$ cat config.mk
export PLATFORM = sky130hd
export DESIGN_NAME = pc_sequencer_flat
export DESIGN_NICKNAME = d
export VERILOG_FILES = /design/src/rtl/hack_pkg.sv /design/src/rtl/pc_sequencer_if.sv /design/src/rtl/jump_cond.sv /design/src/rtl/pc_sequencer.sv /design/src/flat_wrapper.sv
export SDC_FILE = /design/constraint.sdc
export NUM_CORES = 1
export LEC_CHECK = 0
export BUFFER_PORTS_ARGS = -buffer_cell sky130_fd_sc_hd__buf_2
export CORE_MARGIN = 2
export CORE_UTILIZATION = 30
export CTS_CLUSTER_SIZE = 10
export DETAILED_ROUTE_END_ITERATION = 12
export HOLD_SLACK_MARGIN = 0.02
export PLACE_DENSITY = 0.59
export SLEW_MARGIN = 25
export SYNTH_ARGS = -nofsm -noshare
export SYNTH_HDL_FRONTEND = slang
export SYNTH_SLANG_ARGS = --single-unit
$ cat constraint.sdc
create_clock -name clk -period 4.7 [get_ports clk]
set_input_delay 0.235 -clock clk [delete_from_list [all_inputs] [get_ports clk]]
set_output_delay 0.235 -clock clk [all_outputs]
set_load 0.005 [all_outputs]
$ cat src/rtl/hack_pkg.sv
// Shared Hack CPU definitions: sequencer state codes and instruction field positions.
package hack_pkg;

    // Sequencer states, kept as plain constants so legacy code can compare encodings.
    localparam logic [2:0] S_IDLE   = 3'd0;
    localparam logic [2:0] S_FETCH  = 3'd1;
    localparam logic [2:0] S_EXEC   = 3'd2;
    localparam logic [2:0] S_MEMWR  = 3'd3;
    localparam logic [2:0] S_UPDATE = 3'd4;
    localparam logic [2:0] S_HALT   = 3'd5;

    // Instruction field bit positions (Hack encoding).
    localparam int C_BIT   = 15;
    localparam int D_M_BIT = 3;
    localparam int J_LT    = 2;
    localparam int J_EQ    = 1;
    localparam int J_GT    = 0;

    // A C-instruction with the M destination bit set writes data memory.
    function automatic logic is_mem_write(input logic [15:0] ins);
        return ins[C_BIT] & ins[D_M_BIT];
    endfunction

endpackage

$ cat src/rtl/pc_sequencer_if.sv
// ROM fetch and data-memory write handshakes between the sequencer and memories.
interface pc_sequencer_if #(
    parameter int IW = 16
);
    logic          rom_req;
    logic          rom_ack;
    logic [IW-1:0] rom_data;
    logic          mem_wr_req;
    logic          mem_wr_ack;

    modport master (
        output rom_req,
        input  rom_ack,
        input  rom_data,
        output mem_wr_req,
        input  mem_wr_ack
    );

    modport slave (
        input  rom_req,
        output rom_ack,
        output rom_data,
        input  mem_wr_req,
        output mem_wr_ack
    );
endinterface

$ cat src/rtl/jump_cond.sv
// Combinational Hack jump decode: j bits select which ALU result signs jump.
module jump_cond
    import hack_pkg::*;
(
    input  logic [2:0] j,
    input  logic       zr,
    input  logic       ng,
    output logic       take
);

    // Less-than, equal and greater-than map directly onto ng, zr and neither.
    assign take = (j[J_LT] & ng) | (j[J_EQ] & zr) | (j[J_GT] & ~ng & ~zr);

endmodule

$ cat src/rtl/pc_sequencer.sv
// Fetch/execute controller for the Hack CPU: fetches an instruction, gives it
// one execute cycle, completes any memory write, then issues one PC update.
module pc_sequencer
    import hack_pkg::*;
#(
    parameter int WIDTH = 16,
    parameter int IW    = 16
) (
    input  logic             clk,
    input  logic             reset,
    input  logic             run,
    pc_sequencer_if.master   bus,
    output logic [IW-1:0]    instr,
    output logic             instr_valid,
    input  logic             alu_zr,
    input  logic             alu_ng,
    input  logic [WIDTH-1:0] a_value,
    input  logic [WIDTH-1:0] pc_value,
    output logic             pc_load,
    output logic             pc_inc,
    output logic             pc_reset,
    output logic             halted,
    output logic [WIDTH-1:0] instr_count
);

    logic [2:0]       state_q, state_d;
    logic [IW-1:0]    instr_q, instr_d;
    logic             take_q, take_d;
    logic             self_q, self_d;
    logic             halted_q, halted_d;
    logic [WIDTH-1:0] count_q, count_d;
    logic             pc_reset_q;
    logic             reset_seen_q;
    logic             jc_take_s;

    jump_cond u_jump_cond (
        .j    (instr_q[J_LT:J_GT]),
        .zr   (alu_zr),
        .ng   (alu_ng),
        .take (jc_take_s)
    );

    // Next-state and datapath-register logic; acks only matter in their own state.
    always_comb begin
        state_d  = state_q;
        instr_d  = instr_q;
        take_d   = take_q;
        self_d   = self_q;
        halted_d = halted_q;
        count_d  = count_q;
        case (state_q)
            S_IDLE: begin
                if (run && !pc_reset_q) state_d = S_FETCH;
                else                    state_d = S_IDLE;
            end
            S_FETCH: begin
                if (bus.rom_ack) begin
                    instr_d = bus.rom_data;
                    state_d = S_EXEC;
                end else begin
                    state_d = S_FETCH;
                end
            end
            S_EXEC: begin
                // Flags are only valid now, so the jump decision is captured here.
                take_d = instr_q[C_BIT] & jc_take_s;
                self_d = instr_q[C_BIT] & jc_take_s & (a_value == pc_value);
                if (is_mem_write(instr_q)) state_d = S_MEMWR;
                else                       state_d = S_UPDATE;
            end
            S_MEMWR: begin
                if (bus.mem_wr_ack) state_d = S_UPDATE;
                else                state_d = S_MEMWR;
            end
            S_UPDATE: begin
                count_d = count_q + WIDTH'(1);
                if (self_q) begin
                    halted_d = 1'b1;
                    state_d  = S_HALT;
                end else if (run) begin
                    state_d = S_FETCH;
                end else begin
                    state_d = S_IDLE;
                end
            end
            S_HALT: begin
                state_d = S_HALT;
            end
            default: begin
                state_d = S_IDLE;
            end
        endcase
    end

    // State registers; reset dominates and stretches pc_reset one cycle past release.
    always_ff @(posedge clk) begin
        if (reset) begin
            state_q      <= S_IDLE;
            instr_q      <= '0;
            take_q       <= 1'b0;
            self_q       <= 1'b0;
            halted_q     <= 1'b0;
            count_q      <= '0;
            pc_reset_q   <= 1'b1;
            reset_seen_q <= 1'b1;
        end else begin
            state_q      <= state_d;
            instr_q      <= instr_d;
            take_q       <= take_d;
            self_q       <= self_d;
            halted_q     <= halted_d;
            count_q      <= count_d;
            pc_reset_q   <= reset_seen_q;
            reset_seen_q <= 1'b0;
        end
    end

    // Every output comes from a register or from the registered state alone.
    assign bus.rom_req    = (state_q == S_FETCH);
    assign bus.mem_wr_req = (state_q == S_MEMWR);
    assign instr_valid    = (state_q == S_EXEC);
    assign pc_load        = (state_q == S_UPDATE) & take_q;
    assign pc_inc         = (state_q == S_UPDATE) & ~take_q;
    assign pc_reset       = pc_reset_q;
    assign halted         = halted_q;
    assign instr          = instr_q;
    assign instr_count    = count_q;

endmodule

$ cat src/flat_wrapper.sv
// flat-port wrapper written by rule: the top's interface ports become plain ports
module pc_sequencer_flat import hack_pkg::*;
#(
    parameter int WIDTH = 16,
    parameter int IW    = 16
)
  (clk, reset, run, instr, instr_valid, alu_zr, alu_ng, a_value, pc_value, pc_load, pc_inc, pc_reset, halted, instr_count, bus_rom_req, bus_rom_ack, bus_rom_data, bus_mem_wr_req, bus_mem_wr_ack);
  pc_sequencer_if #(.IW(IW)) bus_i ();
  input  logic clk;
  input  logic reset;
  input  logic run;
  output logic [IW-1:0] instr;
  output logic instr_valid;
  input  logic alu_zr;
  input  logic alu_ng;
  input  logic [WIDTH-1:0] a_value;
  input  logic [WIDTH-1:0] pc_value;
  output logic pc_load;
  output logic pc_inc;
  output logic pc_reset;
  output logic halted;
  output logic [WIDTH-1:0] instr_count;
  output wire logic [$bits(bus_i.rom_req)-1:0] bus_rom_req;
  input wire logic [$bits(bus_i.rom_ack)-1:0] bus_rom_ack;
  input wire logic [$bits(bus_i.rom_data)-1:0] bus_rom_data;
  output wire logic [$bits(bus_i.mem_wr_req)-1:0] bus_mem_wr_req;
  input wire logic [$bits(bus_i.mem_wr_ack)-1:0] bus_mem_wr_ack;
  assign bus_rom_req = bus_i.rom_req;
  assign bus_i.rom_ack = bus_rom_ack;
  assign bus_i.rom_data = bus_rom_data;
  assign bus_mem_wr_req = bus_i.mem_wr_req;
  assign bus_i.mem_wr_ack = bus_mem_wr_ack;
  pc_sequencer #(.WIDTH(WIDTH), .IW(IW)) u_core (.clk(clk), .reset(reset), .run(run), .bus(bus_i), .instr(instr), .instr_valid(instr_valid), .alu_zr(alu_zr), .alu_ng(alu_ng), .a_value(a_value), .pc_value(pc_value), .pc_load(pc_load), .pc_inc(pc_inc), .pc_reset(pc_reset), .halted(halted), .instr_count(instr_count));
endmodule
==> results.yml <==
timing:
  setup_tns_ns: 0
  fmax_mhz: 491
  tightest_slew_ns: 0.754
  slew_headroom: 0.497
  hold_violations: 0
  setup_viol: 0
  drv_slew: 0
  grt_setup_unrepaired: "false"
  whs_ns: 0.174
  fin_ws_ns: 2.66
  period_needed_ns: 2.04
  skew_ns: 0.00568
  period_share: 0.433
critical_path:
  worstPathMaxFanout: 11
  slowest_stage: "or4_4"
  cp-start-kind: "flip-flop"
  crit_type: "reg2reg"
  cp.arrival_ns: 2.25
  path_cells: "or3b_4 -> or4_4 -> or3_1 -> a21oi_1"
  crit_buf_inv: 0
  worstPathRequired_ns: 4.92
  crit_family: "simple AND/OR/NAND/NOR gates"
  crit_path_end_kind: "flip-flop"
  slowest_delay_ns: 0.58
power_and_ir_drop:
  netSwitchingFraction: 0.230
  p_seq_frac: 0.542
  leakage_nw: 1.07
  p_int_mw: 0.495
  power.net_switching_mw: 0.148
  comb_power_share: 0.093
  p_clk_frac: 0.366
  ir_worst_vdd_mv: 0.122
  total_power_mw: 0.643
  power_density_nw_per_um2: 266
detailed_routing:
  ant_nets: 0
  vias: 1749
  initialDrtViolationCount: 74
  firstDrtPassIters: 4
  drt-total-wl_um: 4370
  drcViolationCount: 0
  avgViaCountPerCell: 4.58
  post_drt_wl_per_cell_um: 11.4
run_status:
  status: "complete, no violations"
layout:
  fin_cells: 382
  fin_nets: 362
  antennaDiodeCount: 0
  final_area_sq_um: 2420
  fillers: 644
  post-route-util: 0.411
  regArea_sq_um: 801
  multiInputGateArea_sq_um: 963
  drive_gt1_frac: 0.345
  area_delta_synth_final_pct: 33.3
die:
  die_w_um: 81.8
  io_pins: 94
  fp.dieH_um: 81.8
  coreArea_sq_um: 5890
  die_area_sq_um: 6690
  placement_rows: 28
  initial_core_util: 0.309
cts:
  cts_buffers: 5
  clkLatencyLatePin_ns: 0.29
  clk_pin_slew_worst_paths_ns: 0.08
  cts.hold.buffers_added: 0
  ctsResizeCount: 0
  clkSinkCount: 40
  clockRootBuffer: "clkbuf_8"
  htreeDepth: 2
  cts_setup_buffers: 0
  cts_tree: "done"
  clockBufferDepth: 2
placed_design:
  dpl_worst_slack_ns: 2.68
  postPlaceCellArea_sq_um: 2330
  gp_congestion: 0.714
  dpl.hpwl_um: 3230
  portBuffers: 93
  placed_cells: 374
yosys:
  yosysTopAreaCell: "dfxtp_1"
  synth_area_leaders: "dfxtp_1 44%, xor2_1 9.6%, nand2_1 8.5%"
  synth_edf_count: 0
  async_flop_share: 0
  syn_area_sq_um: 1820
  synthFlopType: "dfxtp_1"
  yosysWarnings: 0
  syn_avg_cell_area_sq_um: 8.41
  syn_nets: 272
  synth.distinct_cells: 35
  synth_top_area_share: 0.441
  postSynthCellCount: 216
  synth-seq-cells: 40
  yosysSeqAreaShare: 0.441
worst_hold_path:
  hold_path.class: "in2reg"
global_route:
  grt_pass1_vias: 1545
  grt_start_max_net_pins: 42
  grt_pass1_wl_um: 7010
  antenna_found_initial: 0
  overflow: 0
  grt_usage: 0.136
job:
  drv_cap: 0
==> final timing paths <==
check                                                  start                                  end  slack [ns]  cells after the start
worst max-delay path            u_core.state_q[2]$_SDFF_PP0_  u_core.instr_count[15]$_SDFFE_PP0N_        2.66                      4
worst max register to register  u_core.state_q[2]$_SDFF_PP0_  u_core.instr_count[15]$_SDFFE_PP0N_        2.66                      4
worst min-delay path                         bus_rom_data[9]         u_core.instr[9]$_SDFFE_PP0P_        0.17                      3
worst min register to register   u_core.reset_seen_q$_DFF_P_           u_core.pc_reset$_SDFF_PP1_        0.41                      1
==> sequential cells by signal, summed over array words and instances, names as in the netlist <==
| signal | flops |
|---|---|
| u_core.self_q | 1 |
| u_core.instr | 16 |
| u_core.state_q | 3 |
| u_core.halted | 1 |
| u_core.instr_count | 16 |
| u_core.take_q | 1 |
| u_core.reset_seen_q | 1 |
| u_core.pc_reset | 1 |
==> layout by cell type, fill, tap and decap left out, drive strengths merged, types with 3 or more instances in the layout <==
| master | n |
|---|---|
| nor2 | 11 |
| o21ai | 8 |
| clkbuf | 8 |
| nor4 | 4 |
| nand4 | 5 |
| a21oi | 29 |
| xor2 | 20 |
| nor3b | 3 |
| buf | 93 |
| or3 | 6 |
| dfxtp | 40 |
| nand2 | 41 |
| xnor2 | 4 |
| and3 | 4 |
| nand3 | 4 |
| or3b | 3 |
| and2 | 3 |
==> cell usage after synthesis (all sizes together), types with 3 or more instances <==
master  number
dfxtp       40
nor2        11
o21ai        8
nand4        5
or3b         3
nor4         4
clkbuf       8
and2         3
nand2       41
nand3        4
nor3b        3
and3         4
or3          6
xor2        20
xnor2        4
a21oi       29
==> power groups by stage <==
stage	Combinational (mW)	Clock (mW)	Sequential (mW)
2_1_floorplan	0.0288	0	0.355
6_report	0.0596	0.235	0.348
3_5_place_dp	0.0609	0	0.356
3_3_place_gp	0.0602	0	0.356
4_1_cts	0.0610	0.248	0.348
5_1_grt	0.0671	0.264	0.349
==> kinds of logic after synthesis <==
kind of cell / synth area share
flops: 0.441
simple gates: 0.267
compound gates: 0.130
mux: 0.0110
xor+xnor: 0.116
buf+inv: 0.0289
fa+ha+maj: 0.00689
==> layout make-up <==
class,count,share of cell area
clock buffer,8,0.0372
inverter,2,0.00310
multi-input combinational,164,0.398
sequential,40,0.331
tap,75,0.0388
timing repair buffer,93,0.192
==> worst reg2reg max path, cell delays in order (launching register included) <==
cell	delay, ns
dfxtp_1	0.48
or3b_4	0.46
or4_4	0.58
or3_1	0.32
a21oi_1	0.13
==> per-layer routing <==
metal,global-route usage,up-vias,wire (um)
li1,-,926,-
met1,0.169,750,1950
met2,0.220,66,1990
met3,0.0495,7,364
met4,0.0450,0,56
met5,0,-,0
No activity file was read; power rests on OpenSTA's default activity.
